==> src/rtl/uart_pkg.sv <==
// uart_pkg
// Shared definitions for the serial receive/transmit paths: the receiver
// framing states, the oversampling ratio and the baud-divisor helper.

package uart_pkg;

   // Each bit period is split into this many baud-tick samples.
   localparam int OVERSAMPLE = 16;

   // Receiver framing states.
   typedef enum logic [2:0] {
      IDLE,
      START,
      DATA,
      STOP,
      WAIT_IDLE
   } rxState_t;

   // Clocks per oversample tick, rounded to the nearest integer.
   // 64-bit arithmetic keeps fast clocks with high baud rates from overflowing.
   function automatic int calcDivisor(input longint clkHz, input longint baud);
      longint denom;
      denom = baud * longint'(OVERSAMPLE);
      return int'((clkHz + (denom / 2)) / denom);
   endfunction

endpackage

==> src/rtl/rs232_receiver_if.sv <==
// rs232_receiver_if
// Bundles the serial line, the CPU-side FIFO read handshake and the sticky
// error status of the receiver.
// The slave modport is the receiver side.
// The master modport is the side that drives the line and drains the FIFO.

interface rs232_receiver_if;

   logic       rs232_rx;
   logic [7:0] rx_data_out;
   logic       rx_data_present;
   logic       read_rx_data_ack;
   logic       rx_half_full;
   logic       rx_full;
   logic       rx_overrun;
   logic       rx_frame_err;
   logic       clear_errors;

   modport master (
      output rs232_rx,
      output read_rx_data_ack,
      output clear_errors,
      input  rx_data_out,
      input  rx_data_present,
      input  rx_half_full,
      input  rx_full,
      input  rx_overrun,
      input  rx_frame_err
   );

   modport slave (
      input  rs232_rx,
      input  read_rx_data_ack,
      input  clear_errors,
      output rx_data_out,
      output rx_data_present,
      output rx_half_full,
      output rx_full,
      output rx_overrun,
      output rx_frame_err
   );

endinterface

==> src/rtl/byte_fifo.sv <==
// byte_fifo
// First-word-fall-through FIFO: the head entry is visible on o_dout while
// the FIFO is not empty, and reads as zero when the FIFO is empty.
// A pop while empty is ignored. A push while full is ignored unless a pop
// happens in the same cycle; that pop frees the slot being written.
// DEPTH must be a power of two so the pointers wrap naturally.

module byte_fifo #(
   parameter int DEPTH = 16,
   parameter int WIDTH = 8
) (
   input  logic                       clk,
   input  logic                       reset,
   input  logic                       i_push,
   input  logic                       i_pop,
   input  logic [WIDTH-1:0]           i_din,
   output logic [WIDTH-1:0]           o_dout,
   output logic                       o_empty,
   output logic                       o_full,
   output logic                       o_halfFull,
   output logic [$clog2(DEPTH):0]     o_count
);

   localparam int PW = $clog2(DEPTH);
   localparam int CW = PW + 1;
   localparam logic [CW-1:0] FULL_CNT = CW'(DEPTH);
   localparam logic [CW-1:0] HALF_CNT = CW'(DEPTH / 2);

   logic [WIDTH-1:0] r_mem [DEPTH];
   logic [PW-1:0]    r_wrPtr;
   logic [PW-1:0]    r_rdPtr;
   logic [CW-1:0]    r_count;
   logic             w_doPush;
   logic             w_doPop;

   assign o_empty    = (r_count == '0);
   assign o_full     = (r_count == FULL_CNT);
   assign o_halfFull = (r_count >= HALF_CNT);
   assign o_count    = r_count;
   assign o_dout     = o_empty ? '0 : r_mem[r_rdPtr];

   // Qualify the strobes: popping needs data, pushing needs room (or a pop).
   always_comb begin
      w_doPop  = i_pop && !o_empty;
      w_doPush = i_push && (!o_full || w_doPop);
   end

   // Storage array; left unreset because the occupancy count says what is valid.
   always_ff @(posedge clk) begin
      if (w_doPush) begin
         r_mem[r_wrPtr] <= i_din;
      end
   end

   // Pointer and occupancy bookkeeping; push and pop together leave the count alone.
   always_ff @(posedge clk or posedge reset) begin
      if (reset) begin
         r_wrPtr <= '0;
         r_rdPtr <= '0;
         r_count <= '0;
      end else begin
         if (w_doPush) begin
            r_wrPtr <= r_wrPtr + PW'(1);
         end
         if (w_doPop) begin
            r_rdPtr <= r_rdPtr + PW'(1);
         end
         if (w_doPush && !w_doPop) begin
            r_count <= r_count + CW'(1);
         end else if (w_doPop && !w_doPush) begin
            r_count <= r_count - CW'(1);
         end
      end
   end

endmodule

==> src/rtl/rs232_receiver.sv <==
// rs232_receiver
// 8N1 serial receive front end with 16x oversampling, feeding a
// first-word-fall-through byte FIFO that the CPU drains through an ack
// strobe. Framing and overrun errors are kept as sticky status flags.

module rs232_receiver
   import uart_pkg::*;
#(
   parameter int CLK_FREQ_HZ = 50_000_000,
   parameter int BAUD        = 115200,
   parameter int FIFO_DEPTH  = 16
) (
   input logic             clk,
   input logic             reset,
   rs232_receiver_if.slave bus
);

   localparam int DIV = calcDivisor(longint'(CLK_FREQ_HZ), longint'(BAUD));
   localparam int TW  = (DIV > 1) ? $clog2(DIV) : 1;
   localparam int CW  = $clog2(FIFO_DEPTH) + 1;
   localparam logic [TW-1:0] TICK_LAST = TW'(DIV - 1);
   localparam logic [CW-1:0] FULL_CNT  = CW'(FIFO_DEPTH);

   // Line synchronizer and baud tick.
   logic          r_sync1;
   logic          r_sync2;
   logic          w_rx;
   logic [TW-1:0] r_tickCnt;
   logic          w_tick;

   // Framing state machine.
   rxState_t      r_state;
   rxState_t      w_stateNext;
   logic [3:0]    r_sampleCnt;
   logic [3:0]    w_sampleCntNext;
   logic [2:0]    r_bitCnt;
   logic [2:0]    w_bitCntNext;
   logic [7:0]    r_shift;
   logic [7:0]    w_shiftNext;

   // FIFO hookup and status.
   logic          w_push;
   logic          w_setOverrun;
   logic          w_setFrameErr;
   logic          w_fifoHasRoom;
   logic [CW-1:0] w_fifoCount;
   logic          w_fifoEmpty;
   logic          w_fifoFull;
   logic          w_fifoHalfFull;
   logic [7:0]    w_fifoDout;
   logic          r_overrun;
   logic          r_frameErr;

   assign w_rx = r_sync2;

   // Two-flop synchronizer; both flops reset to the idle (mark) level.
   always_ff @(posedge clk or posedge reset) begin
      if (reset) begin
         r_sync1 <= 1'b1;
         r_sync2 <= 1'b1;
      end else begin
         r_sync1 <= bus.rs232_rx;
         r_sync2 <= r_sync1;
      end
   end

   // Free-running oversample divider. It is deliberately not realigned to the
   // start edge, so a sample can land up to one tick off the ideal mid-bit.
   always_ff @(posedge clk or posedge reset) begin
      if (reset) begin
         r_tickCnt <= '0;
      end else if (r_tickCnt == TICK_LAST) begin
         r_tickCnt <= '0;
      end else begin
         r_tickCnt <= r_tickCnt + TW'(1);
      end
   end

   assign w_tick = (r_tickCnt == TICK_LAST);

   // A byte can still go in when the FIFO is full if the CPU pops in the same
   // cycle; a full FIFO is never empty, so the ack alone means a real pop.
   assign w_fifoHasRoom = (w_fifoCount != FULL_CNT) || bus.read_rx_data_ack;

   // Framing state register and its counters.
   always_ff @(posedge clk or posedge reset) begin
      if (reset) begin
         r_state     <= IDLE;
         r_sampleCnt <= '0;
         r_bitCnt    <= '0;
         r_shift     <= '0;
      end else begin
         r_state     <= w_stateNext;
         r_sampleCnt <= w_sampleCntNext;
         r_bitCnt    <= w_bitCntNext;
         r_shift     <= w_shiftNext;
      end
   end

   // Next-state logic. START confirms the start bit at its middle (tick 8).
   // DATA and STOP then sample every 16th tick, which lands mid-bit.
   // A low stop bit parks in WAIT_IDLE, so a held break yields one error, not a stream.
   always_comb begin
      w_stateNext     = r_state;
      w_sampleCntNext = r_sampleCnt;
      w_bitCntNext    = r_bitCnt;
      w_shiftNext     = r_shift;
      w_push          = 1'b0;
      w_setOverrun    = 1'b0;
      w_setFrameErr   = 1'b0;
      case (r_state)
         IDLE: begin
            if (!w_rx) begin
               w_stateNext     = START;
               w_sampleCntNext = '0;
            end
         end
         START: begin
            if (w_tick) begin
               if (r_sampleCnt == 4'd7) begin
                  if (w_rx) begin
                     w_stateNext = IDLE;
                  end else begin
                     w_stateNext     = DATA;
                     w_sampleCntNext = '0;
                     w_bitCntNext    = '0;
                  end
               end else begin
                  w_sampleCntNext = r_sampleCnt + 4'd1;
               end
            end
         end
         DATA: begin
            if (w_tick) begin
               w_sampleCntNext = r_sampleCnt + 4'd1;
               if (r_sampleCnt == 4'd15) begin
                  w_shiftNext  = {w_rx, r_shift[7:1]};
                  w_bitCntNext = r_bitCnt + 3'd1;
                  if (r_bitCnt == 3'd7) begin
                     w_stateNext = STOP;
                  end
               end
            end
         end
         STOP: begin
            if (w_tick) begin
               w_sampleCntNext = r_sampleCnt + 4'd1;
               if (r_sampleCnt == 4'd15) begin
                  if (w_rx) begin
                     w_stateNext = IDLE;
                     if (w_fifoHasRoom) begin
                        w_push = 1'b1;
                     end else begin
                        w_setOverrun = 1'b1;
                     end
                  end else begin
                     w_stateNext   = WAIT_IDLE;
                     w_setFrameErr = 1'b1;
                  end
               end
            end
         end
         WAIT_IDLE: begin
            if (w_rx) begin
               w_stateNext = IDLE;
            end
         end
         default: begin
            w_stateNext = IDLE;
         end
      endcase
   end

   // Sticky error flags; a new error in the same cycle as a clear wins.
   always_ff @(posedge clk or posedge reset) begin
      if (reset) begin
         r_overrun  <= 1'b0;
         r_frameErr <= 1'b0;
      end else begin
         if (w_setOverrun) begin
            r_overrun <= 1'b1;
         end else if (bus.clear_errors) begin
            r_overrun <= 1'b0;
         end
         if (w_setFrameErr) begin
            r_frameErr <= 1'b1;
         end else if (bus.clear_errors) begin
            r_frameErr <= 1'b0;
         end
      end
   end

   byte_fifo #(
      .DEPTH (FIFO_DEPTH),
      .WIDTH (8)
   ) u_fifo (
      .clk        (clk),
      .reset      (reset),
      .i_push     (w_push),
      .i_pop      (bus.read_rx_data_ack),
      .i_din      (r_shift),
      .o_dout     (w_fifoDout),
      .o_empty    (w_fifoEmpty),
      .o_full     (w_fifoFull),
      .o_halfFull (w_fifoHalfFull),
      .o_count    (w_fifoCount)
   );

   assign bus.rx_data_out     = w_fifoDout;
   assign bus.rx_data_present = !w_fifoEmpty;
   assign bus.rx_full         = w_fifoFull;
   assign bus.rx_half_full    = w_fifoHalfFull;
   assign bus.rx_overrun      = r_overrun;
   assign bus.rx_frame_err    = r_frameErr;

endmodule

==> src/flat_wrapper.sv <==
// flat-port wrapper written by rule: the top's interface ports become plain ports
module rs232_receiver_flat import uart_pkg::*;
#(
   parameter int CLK_FREQ_HZ = 50_000_000,
   parameter int BAUD        = 115200,
   parameter int FIFO_DEPTH  = 16
)
  (clk, reset, bus_rs232_rx, bus_read_rx_data_ack, bus_clear_errors, bus_rx_data_out, bus_rx_data_present, bus_rx_half_full, bus_rx_full, bus_rx_overrun, bus_rx_frame_err);
  rs232_receiver_if bus_i ();
  input logic clk;
  input logic reset;
  input wire logic [$bits(bus_i.rs232_rx)-1:0] bus_rs232_rx;
  input wire logic [$bits(bus_i.read_rx_data_ack)-1:0] bus_read_rx_data_ack;
  input wire logic [$bits(bus_i.clear_errors)-1:0] bus_clear_errors;
  output wire logic [$bits(bus_i.rx_data_out)-1:0] bus_rx_data_out;
  output wire logic [$bits(bus_i.rx_data_present)-1:0] bus_rx_data_present;
  output wire logic [$bits(bus_i.rx_half_full)-1:0] bus_rx_half_full;
  output wire logic [$bits(bus_i.rx_full)-1:0] bus_rx_full;
  output wire logic [$bits(bus_i.rx_overrun)-1:0] bus_rx_overrun;
  output wire logic [$bits(bus_i.rx_frame_err)-1:0] bus_rx_frame_err;
  assign bus_i.rs232_rx = bus_rs232_rx;
  assign bus_i.read_rx_data_ack = bus_read_rx_data_ack;
  assign bus_i.clear_errors = bus_clear_errors;
  assign bus_rx_data_out = bus_i.rx_data_out;
  assign bus_rx_data_present = bus_i.rx_data_present;
  assign bus_rx_half_full = bus_i.rx_half_full;
  assign bus_rx_full = bus_i.rx_full;
  assign bus_rx_overrun = bus_i.rx_overrun;
  assign bus_rx_frame_err = bus_i.rx_frame_err;
  rs232_receiver #(.CLK_FREQ_HZ(CLK_FREQ_HZ), .BAUD(BAUD), .FIFO_DEPTH(FIFO_DEPTH)) u_core (.clk(clk), .reset(reset), .bus(bus_i));
endmodule
==> config.mk <==
export PLATFORM = sky130hd
export DESIGN_NAME = rs232_receiver_flat
export DESIGN_NICKNAME = d
export VERILOG_FILES = /design/src/rtl/uart_pkg.sv /design/src/rtl/rs232_receiver_if.sv /design/src/rtl/byte_fifo.sv /design/src/rtl/rs232_receiver.sv /design/src/flat_wrapper.sv
export SDC_FILE = /design/constraint.sdc
export NUM_CORES = 1
export LEC_CHECK = 0
export ABC_AREA = 1
export CAP_MARGIN = 20
export CORE_MARGIN = 2
export CORE_UTILIZATION = 55
export DETAILED_ROUTE_END_ITERATION = 12
export PLACE_DENSITY_LB_ADDON = 0.3
export SKIP_LAST_GASP = 1
export SYNTH_ARGS = -nofsm -noshare
export SYNTH_HDL_FRONTEND = slang
export SYNTH_SLANG_ARGS = --single-unit
==> constraint.sdc <==
create_clock -name clk -period 3.5 [get_ports clk]
set_clock_uncertainty 0.05 [all_clocks]
set_input_delay 0.525 -clock clk [delete_from_list [all_inputs] [get_ports clk]]
set_output_delay 0.525 -clock clk [all_outputs]
set_load 0.02 [all_outputs]
==> flow_summary_export.csv <==
group,metric,value,unit
run_status,status,"finished clean",
global_routing,grt_start_max_net_pins,46,
worst_hold_path,hold_depth,0,
sta,tightest_slew,828,ps
floorplan,die_area,14500,sq um
sta,setup_viol,0,
setup_path,rr_worst_depth,15,
final_layout,n_antenna_cell,0,
clock_tree,clockBufferDepth,2,
sta,max_freq,305,MHz
global_routing,busiest_layer,"met2",
setup_path,crit_path_end_kind,"primary output",
floorplan,die-width,120,um
final_layout,fin_nets,760,
setup_path,worstPathRequired,2920,ps
placed_design,dpl.hpwl,10.0,mm
synth,yosys-top-cells-area,"edfxtp_1 52%, dfrtp_1 13%, nand2_1 12%, nand3_1 8.4%, ha_1 2.5%",
clock_tree,clk_latency,430,ps
sta,rsz0062_at_grt,"false",
floorplan,start_util,0.563,
floorplan,core,13200,sq um
floorplan,io_pins,18,
synth,avgSynthCellArea,10.4,sq um
setup_path,r2r_start,"u_core.u_fifo.o_count[0]",
floorplan,row_count,42,
clock_tree,ctsResizeCount,0,
synth,synth_cell_types,35,
setup_path,regToRegSetupSlack,710,ps
synth,ys_top_cells_by_count,"235 x nand2_1, 128 x edfxtp_1, 125 x nand3_1, 42 x nor2_1, 38 x dfrtp_1",
routing,drt-vias-per-instance,5.53,
power,power,0.00552,W
placed_design,place_congestion,0.839,
synth,ys_ff_latch,168,
clock_tree,root_buffer,"clkbuf_16",
final_layout,nFillCells,1083,
clock_tree,cts.sinks,168,
sta,finalCriticalPeriod,3270,ps
global_routing,grt_usage,0.237,
routing,drt.antenna.violating_nets,0,
floorplan,die_h,120,um
clock_tree,cts_buffers,17,
worst_hold_path,min-delay-start,"u_core.r_sync1",
worst_hold_path,worstHoldPathType,"reg2reg",
sta,drv_slew,0,
setup_path,path_class,"reg2out",
global_routing,antenna_found_initial,0,
final_layout,area_growth,12.0,%
global_routing,use_met2,0.381,
synth,synthArstFlopShare,0.238,
routing,drc,0,
final_layout,drive_above_1_share,0.0918,
global_routing,use_met1,0.309,
clock_tree,clk_pin_slew,60,ps
routing,vias,5135,
synth,synth-edff-count,128,
global_routing,gr-total-overflow,0,
power,p_leak,3.53,nW
power,peakVddDrop,393,uV
run,cap_violations,0,
global_routing,grt_use_met3,0.0585,
synth,synth_cells,715,
routing,first_pass_iters,5,
clock_tree,hold_buffers,0,
setup_path,critPathArrivalTime,2700,ps
sta,max_slew_margin,0.446,
clock_tree,post_cts_buffers,0,
synth,synth_flop_cell,"edfxtp_1",
synth,synth_area,7460,sq um
setup_path,critPathMaxFanout,45,
global_routing,grt_pass1_vias,5043,
synth,synth_nets,736,
worst_hold_path,hold_end,"u_core.r_sync2",
setup_path,max_stage_delay,660,ps
routing,routedWlPerCell,17.1,um
setup_path,crit_path_start_kind,"flip-flop",
synth,yosys.area.top_type,"edfxtp_1",
global_routing,grt_pass1_wl,25.7,mm
sta,hold_violations,0,
power,powerDensity,661,nW/um^2
routing,drt-total-wl,15.8,mm
clock_tree,cts_tree,"yes",
setup_path,path_delay_family,"buffers and inverters",
setup_path,critPathBufInv,3,
sta,min_period_over_period,0.935,
placed_design,port_buffers,17,
sta,fin_setup_tns,0,ps
setup_path,critPathSlowestCell,"clkdlybuf4s50_1",
setup_path,crit_path_frequent_cell,"nand2_1",
clock_tree,htree_levels,4,
synth,synth_most_common_cell,"nand2_1",
synth,synth_top_area_frac,0.515,
synth,synth_seq_area_share,0.650,
setup_path,cp_cell_sequence,"clkinv_1, buf_4, nand2_1, nand3_1, nand3_1, nand2_1, nand2_1, a21oi_1, clkdlybuf4s50_1",
synth,yosysWarnings,0,
routing,drt_iter0_drc,528,
setup_path,timing.rr.end,"u_core.u_fifo.o_count[4]",
==> power breakdown <==
group | internal (W) | leakage [nW] | switching (W)
clock network | 0.000962 | 0.247 | 0.000714
registers | 0.00218 | 1.99 | 0.0000690
logic | 0.000540 | 1.30 | 0.00105
total | 0.00368 | 3.53 | 0.00184
==> cells in the final DEF (no fill, tap or decap), types with 5 or more instances in the layout <==
| cell | instances |
|---|---|
| nor2_1 | 42 |
| buf_4 | 15 |
| nand2_1 | 235 |
| nand3_1 | 125 |
| ha_1 | 15 |
| clkinv_1 | 7 |
| clkdlybuf4s50_1 | 17 |
| edfxtp_1 | 128 |
| xor2_1 | 7 |
| inv_1 | 34 |
| nand2_2 | 5 |
| dfrtp_1 | 37 |
| o21ai_0 | 9 |
| a21oi_1 | 10 |
| clkbuf_16 | 17 |
| nand2_4 | 5 |
==> layer usage <==
metal | share of wire | vias to the layer above
met1 | 0.43 | 2481
met5 | 0 | -
li1 | - | 2453
met2 | 0.48 | 167
met4 | 0.025 | 0
met3 | 0.065 | 34
==> worst max-delay path by stage <==
stage | slack (ps) | cells after the start | to | startpoint
floorplan | 1090 | 18 | u_core.u_fifo.o_count[4] | u_core.r_tickCnt[0]
global placement | 640 | 15 | u_core.u_fifo.o_count[4] | bus_read_rx_data_ack
detailed placement | 530 | 15 | u_core.u_fifo.o_count[4] | bus_read_rx_data_ack
CTS | 250 | 9 | bus_rx_data_out[1] | u_core.u_fifo.r_rdPtr[0]
global route | 140 | 9 | bus_rx_data_out[7] | u_core.u_fifo.r_rdPtr[0]
finish | 230 | 9 | bus_rx_data_out[1] | u_core.u_fifo.r_rdPtr[0]
==> metrics by stage <==
step / setup slack, ps / std cells / instance area, sq um / util / hold slack, ps
after detailed placement: 529 / 896 / 7830 / 0.591 / 301
after global placement: 641 / 896 / 7830 / 0.591 / 295
after floorplan: 1090 / 715 / 7460 / - / 295
after global routing: 142 / 928 / 8350 / 0.631 / 317
final: 226 / 928 / 8350 / 0.631 / 308
after CTS: 247 / 928 / 8350 / 0.631 / 310
==> cell type report <==
cell class | count | area (sq um) | share of cell area
Sequential cell | 168 | 4850 | 0.581
Multi-Input combinational cell | 477 | 2310 | 0.276
Clock buffer | 21 | 440 | 0.0527
Timing Repair Buffer | 32 | 283 | 0.0339
Tap cell | 176 | 220 | 0.0264
Inverter | 43 | 168 | 0.0201
Clock inverter | 11 | 82.6 | 0.00989
==> sequential cells by signal, summed over array words and instances, names as in the netlist, 3 cells and up <==
| signal | flops |
|---|---|
| u_core.r_bitCnt | 3 |
| u_core.r_shift | 8 |
| u_core.u_fifo.r_mem | 128 |
| u_core.u_fifo.r_rdPtr | 4 |
| u_core.u_fifo.o_count | 5 |
| u_core.r_tickCnt | 5 |
| u_core.r_state | 3 |
| u_core.r_sampleCnt | 4 |
| u_core.u_fifo.r_wrPtr | 4 |
==> cell families (layout without fill, tap and decap cells) <==
group	Yosys count	in the layout	share of synthesized area
DFF	168	168	0.650
and+or+nand+nor	426	426	0.251
adders and majority gates	16	16	0.0278
xor gates and xnor gates	11	11	0.0129
buffers and inverters	70	107	0.0406
AOI/OAI and AO/OA	24	24	0.0174
==> worst reg2reg max path, delay by kind of cell, from the launching register on <==
kind                       cells  cell delay (ps)
AOI/OAI and AO/OA              2              180
adders and majority gates      2              580
buffers and inverters          2              360
DFF                            1              420
and+or+nand+nor                9             1080
Note: power is estimated with default switching activity, not from simulation.
